File: src/rtl/seg_pkg.sv
// Shared active-low 7-segment codes ({g,f,e,d,c,b,a}) and anode helpers for the scan driver.
package seg_pkg;

  localparam logic [6:0] SEG_0     = 7'h40;
  localparam logic [6:0] SEG_1     = 7'h79;
  localparam logic [6:0] SEG_2     = 7'h24;
  localparam logic [6:0] SEG_3     = 7'h30;
  localparam logic [6:0] SEG_4     = 7'h19;
  localparam logic [6:0] SEG_5     = 7'h12;
  localparam logic [6:0] SEG_6     = 7'h02;
  localparam logic [6:0] SEG_7     = 7'h78;
  localparam logic [6:0] SEG_8     = 7'h00;
  localparam logic [6:0] SEG_9     = 7'h10;
  localparam logic [6:0] SEG_A     = 7'h08;
  localparam logic [6:0] SEG_B     = 7'h03;
  localparam logic [6:0] SEG_C     = 7'h46;
  localparam logic [6:0] SEG_D     = 7'h21;
  localparam logic [6:0] SEG_E     = 7'h06;
  localparam logic [6:0] SEG_F     = 7'h0E;
  localparam logic [6:0] SEG_DASH  = 7'h3F;
  localparam logic [6:0] SEG_BLANK = 7'h7F;

  // All-off anode pattern for n digits (active-low, so the low n bits are 1).
  function automatic logic [7:0] ANODE_OFF(input int n);
    logic [7:0] r;
    r = '0;
    for (int i = 0; i < 8; i++) begin
      if (i < n) r[i] = 1'b1;
    end
    return r;
  endfunction

endpackage

File: src/rtl/seg7_decode.sv
// Combinational value-to-segment decoder; HEX_DECODE_EN selects A..F glyphs for 10..15,
// otherwise those values (and anything wider than a nibble) show a dash.
module seg7_decode
  import seg_pkg::*;
#(
  parameter int WIDTH = 4
) (
  input  logic [WIDTH-1:0] value,
  output logic [6:0]       code
);

`ifdef HEX_DECODE_EN
  localparam logic [6:0] HI_10 = SEG_A;
  localparam logic [6:0] HI_11 = SEG_B;
  localparam logic [6:0] HI_12 = SEG_C;
  localparam logic [6:0] HI_13 = SEG_D;
  localparam logic [6:0] HI_14 = SEG_E;
  localparam logic [6:0] HI_15 = SEG_F;
`else
  localparam logic [6:0] HI_10 = SEG_DASH;
  localparam logic [6:0] HI_11 = SEG_DASH;
  localparam logic [6:0] HI_12 = SEG_DASH;
  localparam logic [6:0] HI_13 = SEG_DASH;
  localparam logic [6:0] HI_14 = SEG_DASH;
  localparam logic [6:0] HI_15 = SEG_DASH;
`endif

  logic [31:0] v;

  always_comb begin
    v    = 32'(value);
    code = SEG_DASH;
    case (v)
      32'd0:   code = SEG_0;
      32'd1:   code = SEG_1;
      32'd2:   code = SEG_2;
      32'd3:   code = SEG_3;
      32'd4:   code = SEG_4;
      32'd5:   code = SEG_5;
      32'd6:   code = SEG_6;
      32'd7:   code = SEG_7;
      32'd8:   code = SEG_8;
      32'd9:   code = SEG_9;
      32'd10:  code = HI_10;
      32'd11:  code = HI_11;
      32'd12:  code = HI_12;
      32'd13:  code = HI_13;
      32'd14:  code = HI_14;
      32'd15:  code = HI_15;
      default: code = SEG_DASH;
    endcase
  end

endmodule

File: src/rtl/seg_scan_drv.sv
// Time-multiplexed 7-segment driver with frame-boundary double-buffered capture and
// leading-zero blanking. HEX_DECODE_EN (in seg7_decode) enables A..F glyphs.
module seg_scan_drv
  import seg_pkg::*;
#(
  parameter int DIGITS      = 4,
  parameter int WIDTH       = 4,
  parameter int REFRESH_DIV = 1000,
  parameter int BLANK_CYC   = 16
) (
  input  logic                    clk,
  input  logic                    rst,
  input  logic                    load,
  input  logic [DIGITS*WIDTH-1:0] digits_in,
  input  logic [DIGITS-1:0]       dp_in,
  input  logic                    blank_lz,
  output logic [DIGITS-1:0]       an,
  output logic [6:0]              seg,
  output logic                    dp,
  output logic                    frame_done
);

  localparam int PW = $clog2(REFRESH_DIV);
  localparam int IW = $clog2(DIGITS);
  localparam logic [PW-1:0]     PRE_LAST  = PW'(REFRESH_DIV - 1);
  localparam logic [PW-1:0]     BLANK_END = PW'(BLANK_CYC);
  localparam logic [IW-1:0]     IDX_LAST  = IW'(DIGITS - 1);
  localparam logic [DIGITS-1:0] AN_OFF    = DIGITS'(ANODE_OFF(DIGITS));
  localparam logic [DIGITS-1:0] AN_ONE    = DIGITS'(1);

  logic [PW-1:0]           prescaler;
  logic [IW-1:0]           idx;
  logic [DIGITS*WIDTH-1:0] shadow_dig, active_dig;
  logic [DIGITS-1:0]       shadow_dp, active_dp;
  logic                    pending;
  logic                    tick, wrap;
  logic [WIDTH-1:0]        cur_digit;
  logic [6:0]              dec_code;
  logic [DIGITS-1:0]       blank_vec;

  assign tick      = (prescaler == PRE_LAST);
  assign wrap      = tick && (idx == IDX_LAST);
  assign cur_digit = active_dig[idx*WIDTH +: WIDTH];

  seg7_decode #(.WIDTH(WIDTH)) u_decode (
    .value (cur_digit),
    .code  (dec_code)
  );

  // A digit is a leading zero when it and every digit above it are zero; digit 0 always shows.
  always_comb begin
    logic upper_zero;
    upper_zero = 1'b1;
    blank_vec  = '0;
    for (int k = DIGITS - 1; k >= 1; k--) begin
      upper_zero   = upper_zero && (active_dig[k*WIDTH +: WIDTH] == '0);
      blank_vec[k] = blank_lz && upper_zero;
    end
  end

  always_ff @(posedge clk or posedge rst) begin
    if (rst) begin
      prescaler  <= '0;
      idx        <= '0;
      shadow_dig <= '0;
      shadow_dp  <= '0;
      active_dig <= '0;
      active_dp  <= '0;
      pending    <= 1'b0;
      an         <= AN_OFF;
      seg        <= SEG_BLANK;
      dp         <= 1'b1;
      frame_done <= 1'b0;
    end else begin
      prescaler  <= tick ? '0 : prescaler + 1'b1;
      if (tick) idx <= wrap ? '0 : idx + 1'b1;
      frame_done <= wrap;

      // A load landing on the wrap cycle goes straight to the active buffer.
      if (wrap) begin
        if (load) begin
          active_dig <= digits_in;
          active_dp  <= dp_in;
        end else if (pending) begin
          active_dig <= shadow_dig;
          active_dp  <= shadow_dp;
        end
        pending <= 1'b0;
      end else if (load) begin
        shadow_dig <= digits_in;
        shadow_dp  <= dp_in;
        pending    <= 1'b1;
      end

      if (prescaler < BLANK_END) begin
        an  <= AN_OFF;
        seg <= SEG_BLANK;
        dp  <= 1'b1;
      end else begin
        an  <= AN_OFF & ~(AN_ONE << idx);
        seg <= blank_vec[idx] ? SEG_BLANK : dec_code;
        dp  <= ~active_dp[idx];
      end
    end
  end

endmodule

File: config.mk
export PLATFORM = sky130hd
export DESIGN_NAME = seg_scan_drv
export DESIGN_NICKNAME = d
export VERILOG_FILES = /design/src/rtl/seg_pkg.sv /design/src/rtl/seg7_decode.sv /design/src/rtl/seg_scan_drv.sv
export SDC_FILE = /design/constraint.sdc
export NUM_CORES = 1
export LEC_CHECK = 0
export ABC_AREA = 1
export ABC_CLOCK_PERIOD_IN_PS = 2730
export BUFFER_PORTS_ARGS = -buffer_cell sky130_fd_sc_hd__buf_2
export CORE_MARGIN = 5
export CORE_UTILIZATION = 32
export DETAILED_ROUTE_END_ITERATION = 12
export PLACE_DENSITY = 0.6
export SYNTH_ARGS = -nofsm -noshare
export SYNTH_HDL_FRONTEND = slang
export SYNTH_HIERARCHICAL = 1
export SYNTH_SLANG_ARGS = --single-unit
File: constraint.sdc
create_clock -name clk -period 2.73 [get_ports clk]
set_input_delay 0.546 -clock clk [delete_from_list [all_inputs] [get_ports clk]]
set_output_delay 0.546 -clock clk [all_outputs]
set_load 0.05 [all_outputs]
==> qor.yml <==
pwr:
  peakVddDrop_v: 0.000253
  leakagePower_nw: 2.18
  p_per_area_nw_per_um2: 531
  total_power_mw: 2.15
worst_setup_path:
  critPathSlowestCell: "o21ai_0"
  crit_path_cell_trace: "inv_1 > nor2_1 > o21ai_0 > inv_2 > nand2_2 > nand2_2 > nand2_1 > inv_1 > nand2_1 > inv_1 > nand2_1"
  worst-r2r-setup-slack_ns: 0.44
  end_kind: "flip-flop"
  required_ns: 3.02
  crit-reg2reg-launch: "idx[0]"
  crit_start: "idx[0]"
  slowest_delay_ns: 0.60
  path_buf_inv: 4
  critical_path_class: "reg -> reg"
  path_delay_family: "buffers and inverters"
  cp_data_arrival_time_ns: 2.58
  critPathMaxFanout: 15
  cp-start-kind: "flip-flop"
clock_tree:
  cts.sink_count: 66
  clockBufferDepth: 2
  cts_tree: "yes"
  cts-hold-fix-buffers: 0
  h-tree-depth: 3
  post_cts_buffers: 0
  insertion_delay_ns: 0.36
  path_clk_slew_ns: 0.08
  cts_root_buf: "clkbuf_8"
  post_cts_resized: 0
  cts_buffers: 9
floorplanning:
  die_area_um2: 13300
  die_height_um: 115
  rows: 38
  die_w_um: 115
  io_pins: 37
  start_util: 0.328
  core_region_area_um2: 10800
global_route:
  grt_max_degree: 67
  antenna_found_initial: 0
  grt-ovfl-total: 0
  grt_pass1_vias: 2821
  grt_pass1_wl_um: 13300
  gr-usage-all-layers: 0.124
synthesis:
  synth_area_um2: 3550
  synth_area_per_cell_um2: 7.69
  ys_seq_area_frac: 0.469
  synth.net_count: 496
  synth-seq-cells: 66
  yosys-top-cells-area: "dfrtp_1 38%, nand2_1 16%, dfstp_2 8.9%, inv_1 6.1%, o21ai_0 4.8%"
  yosys_warnings: 6
  synth_top_area_frac: 0.380
  syn_inst: 462
  synth_top_area_cell: "dfrtp_1"
  yosysUniqueCellTypes: 32
cells_and_area:
  layout.area.seq_um2: 1670
  multi_input_area_um2: 1500
  nets: 525
  fin_area_um2: 4050
  syn2layout_area_growth_pct: 14.0
  diodes: 0
  utilization: 0.374
  nFillCells: 1144
  final_cells: 636
  layout-drive-gt1-share: 0.185
place:
  placedCellCount: 620
  placed_area_um2: 3800
  place_congestion: 0.822
  pre_cts_ws_ns: 0.469
  dpl.hpwl_um: 5280
  port_buffers: 36
timing:
  relSlewSlack: 0.446
  hold_slack_ns: 0.432
  layout_setup_ws_ns: 0.442
  setup-tns-final_ns: 0
  tightest_slew_ns: 0.828
  hold_viol: 0
  rsz0062_at_grt: "false"
  finalClockSkew_ns: 0.0162
  fmax_ghz: 0.437
  min_period_ns: 2.29
  setup_violations: 0
  maxSlewViolCount: 0
  period_share: 0.838
drt:
  drc: 0
  routed_wl_um: 7500
  wl_per_cell_um: 11.8
  ant_nets: 0
  firstDrtPassIters: 4
  vias_per_cell: 4.65
  vias: 2955
  drt-initial-drc-count: 145
status:
  status: "finished clean"
run:
  maxCapViolCount: 0
min_path:
  worstHoldPathType: "in -> async"
-- cells in the final DEF, fill, tap and decap left out, types with 9 or more instances in the layout --
cell type    n
clkbuf_8     9
buf_2       36
o21ai_0     34
nand3_1     32
nand4_1     23
dfrtp_1     54
dfstp_2     12
nor2_1      24
ha_1        10
nand2_1    151
inv_1       57
-- flip-flops by register name, indices dropped and copies added (netlist names) --
signal	cells
an	4
active_dp	4
frame_done	1
active_dig	16
idx	2
shadow_dp	4
shadow_dig	16
seg	7
dp	1
prescaler	10
pending	1
-- power breakdown --
group / switching [mW] / internal (mW)
Sequential: 0.0128 / 1.00
Combinational: 0.0733 / 0.0396
Clock: 0.408 / 0.614
-- tightest hold or removal path, stage by stage --
cell and delay [ns]:
buf_2 0.10, inv_2 0.03, buf_4 0.63
-- routing by layer --
metal	vias to the layer above	share of wire	wire [um]	global-route usage
li1	1522	-	-	-
met1	1365	0.49	3670	0.164
met2	58	0.44	3300	0.194
met3	10	0.054	407	0.0463
met4	0	0.015	110	0.0305
met5	-	0	0	0
-- cell usage after synthesis (all sizes together) --
cell type,number
buf,16
nand3b,1
nand3,33
xor2,2
inv,64
a21oi,7
nor2,30
ha,10
nor4,1
nand4,24
or2,2
clkbuf,7
o21ai,34
clkinv,1
dfrtp,54
nand2,156
o22ai,4
nor3,4
dfstp,12
-- final cells by class --
| cell class | count | share of cell area |
|---|---|---|
| Inverter | 65 | 0.0602 |
| Multi-Input combinational cell | 308 | 0.370 |
| Tap cell | 140 | 0.0432 |
| Timing Repair Buffer | 41 | 0.0538 |
| Clock inverter | 7 | 0.0309 |
| Clock buffer | 9 | 0.0306 |
| Sequential cell | 66 | 0.411 |
-- final timing paths --
| kind | end | cells past startpoint |
|---|---|---|
| max in group asynchronous | active_dig[11] | 3 |
| hold reg to reg | shadow_dig[3] | 2 |
| hold / removal | idx[1] | 3 |
| min in group clk | shadow_dig[12] | 3 |
| setup / recovery | seg[5] | 11 |
| setup reg to reg | seg[5] | 11 |
-- kinds of logic (layout without fill, tap and decap cells) --
kind of cell               count (synthesis)  after routing  share of synthesized area
AOI/OAI and AO/OA                         45             45                     0.0648
DFF                                       66             66                      0.469
buffers and inverters                     88            122                      0.109
and+or+nand+nor                          251            251                      0.317
xor gates and xnor gates                   2              2                    0.00493
adders and majority gates                 10             10                     0.0352
Note: power is estimated with default switching activity, not from simulation.
